**config.mk**
```make
export PLATFORM = sky130hd
export DESIGN_NAME = jtframe_i2s_rx
export DESIGN_NICKNAME = d
export VERILOG_FILES = /design/src/rtl/jtframe_i2s_rx.sv
export SDC_FILE = /design/constraint.sdc
export NUM_CORES = 1
export LEC_CHECK = 0
export ABC_AREA = 1
export BUFFER_PORTS_ARGS = -buffer_cell sky130_fd_sc_hd__buf_2
export CELL_PAD_IN_SITES_DETAIL_PLACEMENT = 1
export CELL_PAD_IN_SITES_GLOBAL_PLACEMENT = 2
export CORE_UTILIZATION = 33
export DETAILED_ROUTE_END_ITERATION = 12
export PLACE_DENSITY_LB_ADDON = 0.15
export SLEW_MARGIN = 20
export SYNTH_ARGS = -nofsm -noshare
export SYNTH_HDL_FRONTEND = slang
export SYNTH_SLANG_ARGS = --single-unit
```
**constraint.sdc**
```tcl
create_clock -name clk -period 2 [get_ports clk]
set_input_delay 0.4 -clock clk [delete_from_list [all_inputs] [get_ports clk]]
set_output_delay 0.4 -clock clk [all_outputs]
set_load 0.01 [all_outputs]
```
**src/rtl/jtframe_i2s_rx.sv**
```systemverilog
// I2S receiver: oversamples BCLK/LRCLK/DATA with clk and rebuilds MSB-aligned
// left/right samples; a watchdog drops lock when the bit clock stalls.
module jtframe_i2s_rx #(
   parameter int W    = 16,
   parameter int TOUT = 255
) (
   input  logic         clk,
   input  logic         rst_n,
   input  logic         i2s_bclk,
   input  logic         i2s_lrclk,
   input  logic         i2s_data,
   output logic [W-1:0] snd_left,
   output logic [W-1:0] snd_right,
   output logic         sample,
   output logic         frame_err,
   output logic         locked
);

   localparam int             WDW     = (TOUT < 2) ? 1 : $clog2(TOUT + 1);
   localparam logic [WDW-1:0] TOUT_V  = WDW'(TOUT);
   localparam logic [WDW-1:0] TOUT_M1 = WDW'(TOUT - 1);
   localparam logic [6:0]     W_V     = 7'(W);

   typedef enum logic [1:0] {S_IDLE, S_LEFT, S_RIGHT} state_t;

   state_t         r_state;
   state_t         w_stateNext;
   logic           r_bS1, r_bS2, r_bS3;
   logic           r_lS1, r_lS2;
   logic           r_dS1, r_dS2;
   logic           r_wsPrev;
   logic [5:0]     r_cnt;
   logic [W-1:0]   r_sr;
   logic [W-1:0]   r_lbuf;
   logic           r_lvalid;
   logic [WDW-1:0] r_wdog;
   logic [W-1:0]   w_bitMask;
   logic [W-1:0]   w_word;
   logic           w_rise, w_wsEdge, w_expire, w_inWord, w_short;
   logic           w_latchL, w_emit, w_ferr, w_clrLvalid;

   assign w_rise   = r_bS2 & ~r_bS3;
   assign w_wsEdge = w_rise & (r_lS2 != r_wsPrev);
   assign w_expire = ~w_rise & (r_wdog == TOUT_M1);
   assign w_inWord = {1'b0, r_cnt} < W_V;
   assign w_short  = ({1'b0, r_cnt} + 7'd1) < W_V;
   assign locked   = (r_state != S_IDLE);

   // One-hot slot for the incoming bit; empty once the word is longer than W
   always_comb begin
      w_bitMask = '0;
      for (int i = 0; i < W; i++) begin
         w_bitMask[i] = w_inWord && (int'(r_cnt) == W - 1 - i);
      end
   end

   assign w_word = r_sr | (r_dS2 ? w_bitMask : '0);

   always_ff @(posedge clk) begin
      if (!rst_n) begin
         r_state <= S_IDLE;
      end else begin
         r_state <= w_stateNext;
      end
   end

   always_comb begin
      w_stateNext = r_state;
      w_latchL    = 1'b0;
      w_emit      = 1'b0;
      w_ferr      = 1'b0;
      w_clrLvalid = w_expire;
      if (w_expire) begin
         w_stateNext = S_IDLE;
      end else if (w_wsEdge) begin
         case (r_state)
            S_IDLE:  w_stateNext = r_lS2 ? S_RIGHT : S_LEFT;
            S_LEFT: begin
               w_stateNext = S_RIGHT;
               w_latchL    = 1'b1;
               w_ferr      = w_short;
            end
            S_RIGHT: begin
               w_stateNext = S_LEFT;
               w_emit      = r_lvalid;
               w_ferr      = w_short;
               w_clrLvalid = 1'b1;
            end
            default: w_stateNext = S_IDLE;
         endcase
      end
   end

   // Watchdog expiry can only fire on a cycle without a rise, so rise always wins
   always_ff @(posedge clk) begin
      if (!rst_n) begin
         r_bS1     <= 1'b0;
         r_bS2     <= 1'b0;
         r_bS3     <= 1'b0;
         r_lS1     <= 1'b0;
         r_lS2     <= 1'b0;
         r_dS1     <= 1'b0;
         r_dS2     <= 1'b0;
         r_wsPrev  <= 1'b0;
         r_cnt     <= '0;
         r_sr      <= '0;
         r_lbuf    <= '0;
         r_lvalid  <= 1'b0;
         r_wdog    <= '0;
         snd_left  <= '0;
         snd_right <= '0;
         sample    <= 1'b0;
         frame_err <= 1'b0;
      end else begin
         r_bS1     <= i2s_bclk;
         r_bS2     <= r_bS1;
         r_bS3     <= r_bS2;
         r_lS1     <= i2s_lrclk;
         r_lS2     <= r_lS1;
         r_dS1     <= i2s_data;
         r_dS2     <= r_dS1;
         sample    <= w_emit;
         frame_err <= w_ferr;

         if (w_emit) begin
            snd_left  <= r_lbuf;
            snd_right <= w_word;
         end
         if (w_latchL) begin
            r_lbuf <= w_word;
         end

         if (w_clrLvalid) begin
            r_lvalid <= 1'b0;
         end else if (w_latchL) begin
            r_lvalid <= 1'b1;
         end

         if (w_rise) begin
            r_wdog <= '0;
         end else if (r_wdog != TOUT_V) begin
            r_wdog <= r_wdog + WDW'(1);
         end

         if (w_expire) begin
            r_cnt <= '0;
            r_sr  <= '0;
         end else if (w_wsEdge) begin
            r_cnt    <= '0;
            r_sr     <= '0;
            r_wsPrev <= r_lS2;
         end else if (w_rise) begin
            r_sr <= w_word;
            if (r_cnt != 6'd63) begin
               r_cnt <= r_cnt + 6'd1;
            end
         end
      end
   end

endmodule

```
==> flow_summary_export.csv, run 1 <==
group,metric,value,unit
status,status,"completed",
logic_synthesis,synth.cell_area,0.00409,mm^2
die,rows,40,
logic_synthesis,syn_area_per_cell,6.83,um^2
clock_network,cts_setup_buffers,0,
sta,worst_slew_pin_slew,0.471,ns
clock_network,cts_root_buf,"clkbuf_16",
critical_path,crit_fanout,4,
pwr,cellPowerDensity,786,mW/mm^2
logic_synthesis,synth.distinct_cells,25,
critical_path,worst_setup_path_start_kind,"flop",
sta,final-hold-violation-count,0,
sta,finalSetupTns,0,ns
hold_path,hold_depth,3,
clock_network,clock_path_buffers,2,
placement,dp_hpwl,7.07,mm
route,wl_met1,4.61,mm
route,wl_met2,4.85,mm
global_routing,grt_max_degree,55,
finish,syn2layout_area_growth,15.1,%
global_routing,antenna_found_initial,0,
finish,nets,645,
placement,place.gp.congestion,0.745,
sta,max_freq,0.610,GHz
logic_synthesis,synthCells,599,
clock_network,cts_buffers,9,
clock_network,cts_sinks,91,
finish,layout_commonest_cell,"nand2_1",
route,num_vias,3597,
route,vias_per_cell,4.49,
logic_synthesis,ys_warn_count,0,
placement,io_buffers,39,
placement,pre_cts_slack,0.151,ns
route,drtIter0Drc,125,
sta,rsz0062_at_grt,"false",
route,wire_per_inst,12.3,um
route,route.detailed.drc,0,
die,die_y,113,um
route,ant_nets,0,
die,ios,40,
flow_run,max_cap_viol_count,0,
pwr,swShare,0.218,
hold_path,hold_class,"primary input to flop",
global_routing,grt_pass1_vias,3492,
clock_network,clkSlewWorstSetupHoldPaths,0.06,ns
finish,antennaDiodeCount,0,
die,initial_core_util,0.339,
finish,drive_gt1_frac,0.103,
critical_path,arrival,1.24,ns
global_routing,gr-total-overflow,0,
finish,mostFrequentLayoutCells,"173 x nand2_1, 143 x nor2_1, 91 x dfxtp_1",
pwr,combPwrFrac,0.035,
sta,fin_skew,0.00544,ns
sta,finalCritPeriodShare,0.819,
route,met3_length,230,um
pwr,p_int,0.00289,W
sta,layout_setup_ws,0.361,ns
global_routing,grt_use_total,0.165,
logic_synthesis,seq_area_frac_synth,0.446,
sta,finalSetupViolCount,0,
clock_network,cts_tree,"yes",
pwr,power_frac_clock,0.467,
route,top_layer_used,"met4",
pwr,p_leak,2.44,nW
die,die-area,0.0128,mm^2
route,routed_wl,9.86,mm
global_routing,grt_pass1_wl,16.6,mm
die,die_w,113,um
pwr,p_sw,0.000807,W
critical_path,worstRegToRegCells,9,
pwr,seqPwrFrac,0.498,
sta,timing.slew.headroom,0.685,
logic_synthesis,syn-num-nets,614,
critical_path,required,1.60,ns
critical_path,end_kind,"output pin",
clock_network,cts_max_level,3,
sta,min_period,1.64,ns
die,core_area,0.0121,mm^2
route,drt-pass1-iter-count,4,
sta,drv_slew,0,
pwr,vdd_ir_drop_max,0.305,mV
clock_network,clk_latency,0.34,ns
critical_path,worstSetupPathType,"flop to output pin",
logic_synthesis,ys_ff_latch,91,
## registers in the layout, summed over array words and instances (netlist names)
| signal | count |
|---|---|
| r_bS1 | 1 |
| snd_right | 16 |
| r_lS1 | 1 |
| r_sr | 16 |
| snd_left | 16 |
| r_wdog | 8 |
| r_lS2 | 1 |
| sample | 1 |
| r_lbuf | 16 |
| r_dS2 | 1 |
| r_bS2 | 1 |
| r_bS3 | 1 |
| r_lvalid | 1 |
| r_dS1 | 1 |
| r_cnt | 6 |
| r_state | 2 |
| r_wsPrev | 1 |
| frame_err | 1 |
## layout make-up
type	count	area, um^2
Fill cell	1571	7360
Tap cell	168	210
Sequential cell	91	1820
Clock inverter	2	35.0
Multi-Input combinational cell	407	1850
Inverter	79	297
Clock buffer	13	260
Timing Repair Buffer	42	230
## final timing paths
check	slack, ns	start	end
setup / recovery	0.36	r_state[0]	locked
setup reg to reg	0.38	r_wdog[0]	r_sr[12]
hold reg to reg	0.42	r_bS1	r_bS2
hold / removal	0.24	i2s_lrclk	r_lS1
## timing repair
item,CTS,global route
gates resized for setup,0,1
setup endpoints to repair,0,16
hold buffers,0,0
## logic make-up after synthesis
| logic type | Yosys count | share of synthesized area |
|---|---|---|
| buffers and inverters | 101 | 0.104 |
| AOI/OAI and AO/OA | 42 | 0.0597 |
| and+or+nand+nor | 352 | 0.354 |
| adders and majority gates | 10 | 0.0306 |
| DFF | 91 | 0.446 |
| xor gates and xnor gates | 3 | 0.00643 |
## worst max-delay path: stages (launching register included)
cell and delay (ns):
dfxtp_1 0.39, inv_1 0.10, ha_1 0.24, inv_1 0.06, buf_2 0.12
## through the flow
stage	utilization	instance area (um^2)	std cells	hold slack, ns	total power (W)
after floorplan	-	4090	599	0.390	0.00197
after global placement	0.365	4400	787	0.403	0.00201
after detailed placement	0.365	4400	787	0.409	0.00202
after CTS	0.389	4700	802	0.229	0.00376
after global routing	0.390	4700	802	0.247	0.00386
final	0.390	4700	802	0.239	0.00370
## cell usage after synthesis
cell      number  area (um^2)
nand4_1       10         62.6
o21ai_0        4         20.0
o21bai_1      13         97.6
nor2_2         2         12.5
nand3_1       16         80.1
nor2_1       143          537
inv_1         78          293
nand2_1      173          649
clkbuf_1       4         15.0
a31oi_1        1         6.26
xor2_1         2         17.5
nand3_4        1         17.5
nor2_8         2         40.0
a21oi_1       24          120
ha_1          10          125
buf_6          3         33.8
inv_2          1         3.75
xnor2_1        1         8.76
nand3_2        3         30.0
buf_2          9         45.0
buf_1          3         11.3
dfxtp_1       91         1820
nor2_4         1         11.3
nand3b_1       1         7.51
buf_4          3         22.5
## power groups by stage
stage               Sequential, W  Combinational [W]  Clock, W
floorplan                 0.00188          0.0000933         0
global placement          0.00188           0.000129         0
detailed placement        0.00188           0.000132         0
CTS                       0.00184           0.000133   0.00178
global route              0.00184           0.000148   0.00187
finish                    0.00184           0.000128   0.00173
## per-layer routing
| metal | vias up | GRT usage |
|---|---|---|
| met5 | - | 0 |
| met4 | 0 | 0.0684 |
| met1 | 1676 | 0.200 |
| met3 | 12 | 0.0279 |
| li1 | 1864 | - |
| met2 | 45 | 0.290 |
Note: power is estimated with default switching activity, not from simulation.
==> run 2, diff against run 1 <==
- ABC_AREA: 1 -> 0
- CORE_UTILIZATION: 33 -> 36
- clock period: 2 -> 1.7 ns (I/O delays scaled with it)
==> run 2 against run 1 <==
- area after synthesis fell by 11%
- global-route usage increased by 1.5 points
- sequential share of layout area increased by 3.9 points
- flip-flop and latch count unchanged
- setup slack lost 0.27 ns
- highest routed layer unchanged
- worst hold slack worse by 0.049 ns
- combinational power fell by 7%
- first-iteration DRC count fell by 18%
- register-to-register slack lost 0.24 ns
- via count decreased by 18%
- clock power down 11%
==> flow_summary_export.csv, run 2 <==
group,metric,value,unit
global_routing,grt_pass1_wl,14.4,mm
sta,final-hold-violation-count,0,
flow_run,max_cap_viol_count,0,
route,routed_wl,8.69,mm
clock_network,cts_root_buf,"clkbuf_8",
die,die_y,103,um
route,route.detailed.drc,0,
placement,place.gp.congestion,0.750,
critical_path,required,1.36,ns
logic_synthesis,async_reset_ff_frac,0,
placement,dp_hpwl,6.09,mm
logic_synthesis,synth_common_cells,"91 x dfxtp_1, 70 x nand2_1, 32 x nor2_1",
sta,worst_slew_pin_slew,0.428,ns
logic_synthesis,synthCells,399,
die,ios,40,
sta,finalCritPeriodShare,0.946,
sta,timing.slew.headroom,0.715,
placement,io_buffers,39,
finish,nets,451,
critical_path,end_kind,"output pin",
logic_synthesis,synth.most_common_cell,"dfxtp_1",
clock_network,cts_buffers,9,
pwr,p_leak,2.03,nW
die,die_w,103,um
pwr,cellPowerDensity,895,mW/mm^2
logic_synthesis,synth_top_area_cell,"dfxtp_1",
critical_path,arrival,1.27,ns
critical_path,worstSetupPathType,"flop to output pin",
route,ant_nets,0,
route,num_vias,2942,
finish,layout_commonest_cell,"dfxtp_1",
clock_network,cts_max_level,3,
route,wire_per_inst,15.1,um
pwr,vdd_ir_drop_max,0.315,mV
global_routing,grt_max_degree,51,
logic_synthesis,synthFlopType,"dfxtp_1",
sta,max_freq,0.622,GHz
sta,finalSetupViolCount,0,
critical_path,crit_fanout,4,
clock_network,clock_path_buffers,2,
finish,mostFrequentLayoutCells,"91 x dfxtp_1, 70 x nand2_1, 39 x buf_2",
global_routing,grt_pass1_vias,2843,
sta,rsz0062_at_grt,"false",
logic_synthesis,synth.cell_area,0.00365,mm^2
clock_network,cts_sinks,91,
clock_network,clk_latency,0.36,ns
logic_synthesis,syn-num-nets,414,
finish,stdcell_count,574,
die,core_area,0.00982,mm^2
finish,drive_gt1_frac,0.168,
logic_synthesis,syn_area_per_cell,9.15,um^2
route,drt-pass1-iter-count,4,
die,initial_core_util,0.372,
placement,dp.cells,558,
global_routing,antenna_found_initial,0,
sta,fin_skew,0.0106,ns
status,status,"completed",
pwr,power.total,0.00382,W
clock_network,cts_setup_buffers,0,
sta,holdWs,0.190,ns
die,rows,36,
sta,finalSetupTns,0,ns
sta,drv_slew,0,
route,vias_per_cell,5.13,
clock_network,cts_tree,"yes",
logic_synthesis,ys_ff_latch,91,
sta,min_period,1.61,ns
route,drtIter0Drc,103,
clock_network,clkSlewWorstSetupHoldPaths,0.09,ns
logic_synthesis,ys_warn_count,0,
finish,syn2layout_area_growth,17.1,%
logic_synthesis,synth.distinct_cells,41,
finish,antennaDiodeCount,0,
logic_synthesis,synth_edf_count,0,
logic_synthesis,synthTopCellsByArea,"dfxtp_1 50%, o211a_1 8.0%, nand2_1 7.2%",
global_routing,gr-total-overflow,0,
critical_path,worst_setup_path_start_kind,"flop",
finish,filler_cell_count,1180,
global_routing,grt_use_total,0.180,
logic_synthesis,yosysTopAreaCellShare,0.499,
hold_path,hold_class,"primary input to flop",
logic_synthesis,seq_area_frac_synth,0.499,
die,die-area,0.0105,mm^2
## run 2: cell types whose count changed after synthesis, moves of 6 or more
cell | previous run | this run
nand2_1 | 173 | 70
o211a_1 | 0 | 29
a21boi_1 | 0 | 10
nand4_1 | 10 | 2
and3_1 | 0 | 10
a31oi_1 | 1 | 19
inv_1 | 78 | 7
nand3_1 | 16 | 8
nor2_1 | 143 | 32
buf_2 | 9 | 15
a21boi_0 | 0 | 7
nor3_1 | 0 | 6
o21bai_1 | 13 | 1
and2_1 | 0 | 8
## run 2: final cells by class
cell class | count | area (um^2) | area share
Inverter | 7 | 26.3 | 0.00615
Multi-Input combinational cell | 274 | 1700 | 0.397
Sequential cell | 91 | 1820 | 0.426
Clock buffer | 11 | 151 | 0.0354
Clock inverter | 5 | 61.3 | 0.0143
Timing Repair Buffer | 53 | 350 | 0.0820
Tap cell | 133 | 166 | 0.0389
## run 2: metrics by stage
stage | instance area [um^2] | utilization | setup WS [ns]
global route | 4270 | 0.435 | 0.00571
detailed placement | 4060 | 0.413 | 0.136
finish | 4270 | 0.435 | 0.0924
global placement | 4060 | 0.413 | 0.181
CTS | 4270 | 0.435 | 0.0578
floorplan | 3650 | - | 0.230
## run 2: kinds of logic (layout without fill, tap and decap cells)
logic type | after synthesis | after routing | share of synthesized area
compound gates | 102 | 102 | 0.205
xor+xnor | 9 | 9 | 0.0237
fa+ha+maj | 10 | 10 | 0.0343
buf+inv | 34 | 76 | 0.0411
flops | 91 | 91 | 0.499
mux | 3 | 3 | 0.00823
simple gates | 150 | 150 | 0.189
## run 2: critical path: stages (launching register included)
cell	delay, ns
dfxtp_1	0.38
inv_1	0.10
ha_1	0.25
inv_1	0.06
buf_2	0.12
## run 2: final timing paths
check	endpoint	cells past startpoint	slack, ns	start
hold reg to reg	r_bS2	1	0.44	r_bS1
hold / removal	r_dS1	2	0.19	i2s_data
setup reg to reg	r_lbuf[7]	4	0.14	r_cnt[2]
setup / recovery	locked	4	0.09	r_state[0]
## run 2: report_power, final
part | switching (W) | internal (W)
registers | 0.0000154 | 0.00215
clock network | 0.000781 | 0.000762
logic | 0.0000732 | 0.0000455
## run 2: repair_timing
item                                    CTS  global route
endpoints found under the setup margin    0             6
hold buffers                              0             0
resized for setup                         0             1
## run 2: per-layer routing
metal  global-route usage  share of wire  wire length [um]
met5                    0              0                 0
met4               0.0747          0.018               154
met3               0.0271          0.021               185
met2                0.306           0.49              4230
met1                0.229           0.47              4120
==> run 3, diff against run 2 <==
- BUFFER_PORTS_ARGS: -buffer_cell sky130_fd_sc_hd__buf_2 -> -buffer_cell sky130_fd_sc_hd__buf_4
==> run 3 against run 2 <==
- fmax about the same
- sequential power hardly changed
- power is 3.8% lower
- critical path type unchanged
- clock skew up 0.00054 ns
- non-clock buffer count grew 4
==> flow_summary_export.csv, run 3 (synthesis results as in run 2) <==
group,metric,value,unit
status,status,"completed",
global_routing,grt_max_degree,50,
die,die_w,103,um
hold_path,hold_depth,2,
clock_network,cts_sinks,91,
finish,drive_gt1_frac,0.180,
flow_run,max_cap_viol_count,0,
critical_path,crit_fanout,4,
route,drt-pass1-iter-count,4,
sta,worst_slew_pin_slew,0.431,ns
pwr,vdd_ir_drop_max,0.340,mV
hold_path,hold_path_end,"r_bS1",
placement,pre_cts_slack,0.142,ns
global_routing,antenna_found_initial,0,
placement,place.gp.congestion,0.739,
global_routing,grt_pass1_vias,2885,
placement,place_area,0.00417,mm^2
finish,final_util,0.444,
clock_network,cts_root_buf,"clkbuf_8",
critical_path,crit_family,"flip-flops",
critical_path,crit_top_cell,"inv_1",
clock_network,clkSlewWorstSetupHoldPaths,0.10,ns
route,wire_per_inst,15.2,um
critical_path,r2r-start,"r_bS3",
placement,dp_hpwl,6.45,mm
critical_path,worst_setup_path_start_kind,"flop",
sta,holdWs,0.183,ns
critical_path,worstSetupStartpoint,"r_state[1]",
route,drtIter0Drc,90,
clock_network,cts_max_level,3,
route,ant_nets,0,
sta,final-hold-violation-count,0,
die,core_area,0.00982,mm^2
critical_path,slowest_stage,"dfxtp_2",
global_routing,grt_use_total,0.180,
finish,filler_cell_count,1178,
finish,multi_input_area,0.00170,mm^2
clock_network,cts_resized,0,
clock_network,clk_latency,0.36,ns
route,routed_wl,8.77,mm
sta,drv_slew,0,
critical_path,reg2reg_to,"r_sr[5]",
sta,min_period,1.61,ns
finish,layout_commonest_cell,"dfxtp_1",
critical_path,worstRegToRegCells,5,
finish,nets,455,
critical_path,arrival,1.27,ns
critical_path,end_kind,"output pin",
die,initial_core_util,0.372,
clock_network,cts_buffers,9,
sta,finalSetupTns,0,ns
die,rows,36,
route,vias_per_cell,5.15,
critical_path,cp_cell_sequence,"inv_1 > ha_1 > inv_1 > buf_4",
finish,syn2layout_area_growth,19.5,%
sta,rsz0062_at_grt,"false",
sta,finalSetupViolCount,0,
finish,stdcell_area,0.00436,mm^2
clock_network,cts_tree,"yes",
hold_path,hp-start,"i2s_bclk",
die,die_y,103,um
placement,io_buffers,39,
die,die-area,0.0105,mm^2
global_routing,grt_pass1_wl,14.4,mm
hold_path,hold_class,"primary input to flop",
critical_path,worstSetupPathType,"flop to output pin",
sta,fin_skew,0.0111,ns
critical_path,path_buf_inv,3,
route,num_vias,2974,
finish,mostFrequentLayoutCells,"89 x dfxtp_1, 70 x nand2_1, 54 x buf_4",
pwr,cellPowerDensity,844,mW/mm^2
finish,seqCellArea,0.00182,mm^2
critical_path,required,1.36,ns
sta,layout_setup_ws,0.0939,ns
finish,antennaDiodeCount,0,
clock_network,cts_setup_buffers,0,
critical_path,r2r_slack,0.15,ns
route,route.detailed.drc,0,
pwr,p_leak,2.04,nW
clock_network,clock_path_buffers,2,
sta,finalCritPeriodShare,0.945,
global_routing,gr-total-overflow,0,
sta,timing.slew.headroom,0.713,
sta,max_freq,0.623,GHz
clock_network,hold_buffers,0,
die,ios,40,
critical_path,max_stage_delay,0.35,ns
[run 3: cell types whose count changed in the layout (fill, tap and decap cells not counted), moves of 2 or more]
cell        before  now
buf_2           39    0
buf_4           10   54
clkbuf_8        11    9
clkinvlp_4       3    1
dfxtp_1         91   89
dfxtp_2          0    2
inv_6            0    4
[run 3: power breakdown]
group	total, W	switching (W)	internal, W
Clock	0.00139	0.000832	0.000560
Sequential	0.00216	0.0000144	0.00215
Combinational	0.000126	0.0000754	0.0000507
Total	0.00368	0.000922	0.00276
[run 3: metal layers]
layer	track usage	wire length (um)	share of wire	vias to the layer above
met5	0	0	0	-
met4	0.0692	142	0.016	0
met3	0.0271	187	0.021	11
met2	0.319	4480	0.51	42
met1	0.218	3960	0.45	1451
li1	-	-	-	1470
[run 3: worst max path at each step]
stage,endpoint,slack (ns),depth (start not counted)
4_1_cts,locked,0.04,4
6_report,locked,0.09,4
5_1_grt,locked,0.01,4
2_1_floorplan,snd_left[5],0.23,8
3_3_place_gp,snd_right[15],0.18,4
3_5_place_dp,snd_right[13],0.14,4
[run 3: area by class of cell]
class	count	share of cell area
timing repair buffer	57	0.107
sequential	91	0.418
inverter	7	0.00603
clock buffer	9	0.0284
clock inverter	7	0.0135
tap	133	0.0382
multi-input combinational	274	0.389
[run 3: stage by stage]
step / cells / total power (W)
detailed placement: 562 / 0.00234
global route: 578 / 0.00383
floorplan: 399 / 0.00229
CTS: 578 / 0.00374
finish: 578 / 0.00368
global placement: 562 / 0.00234
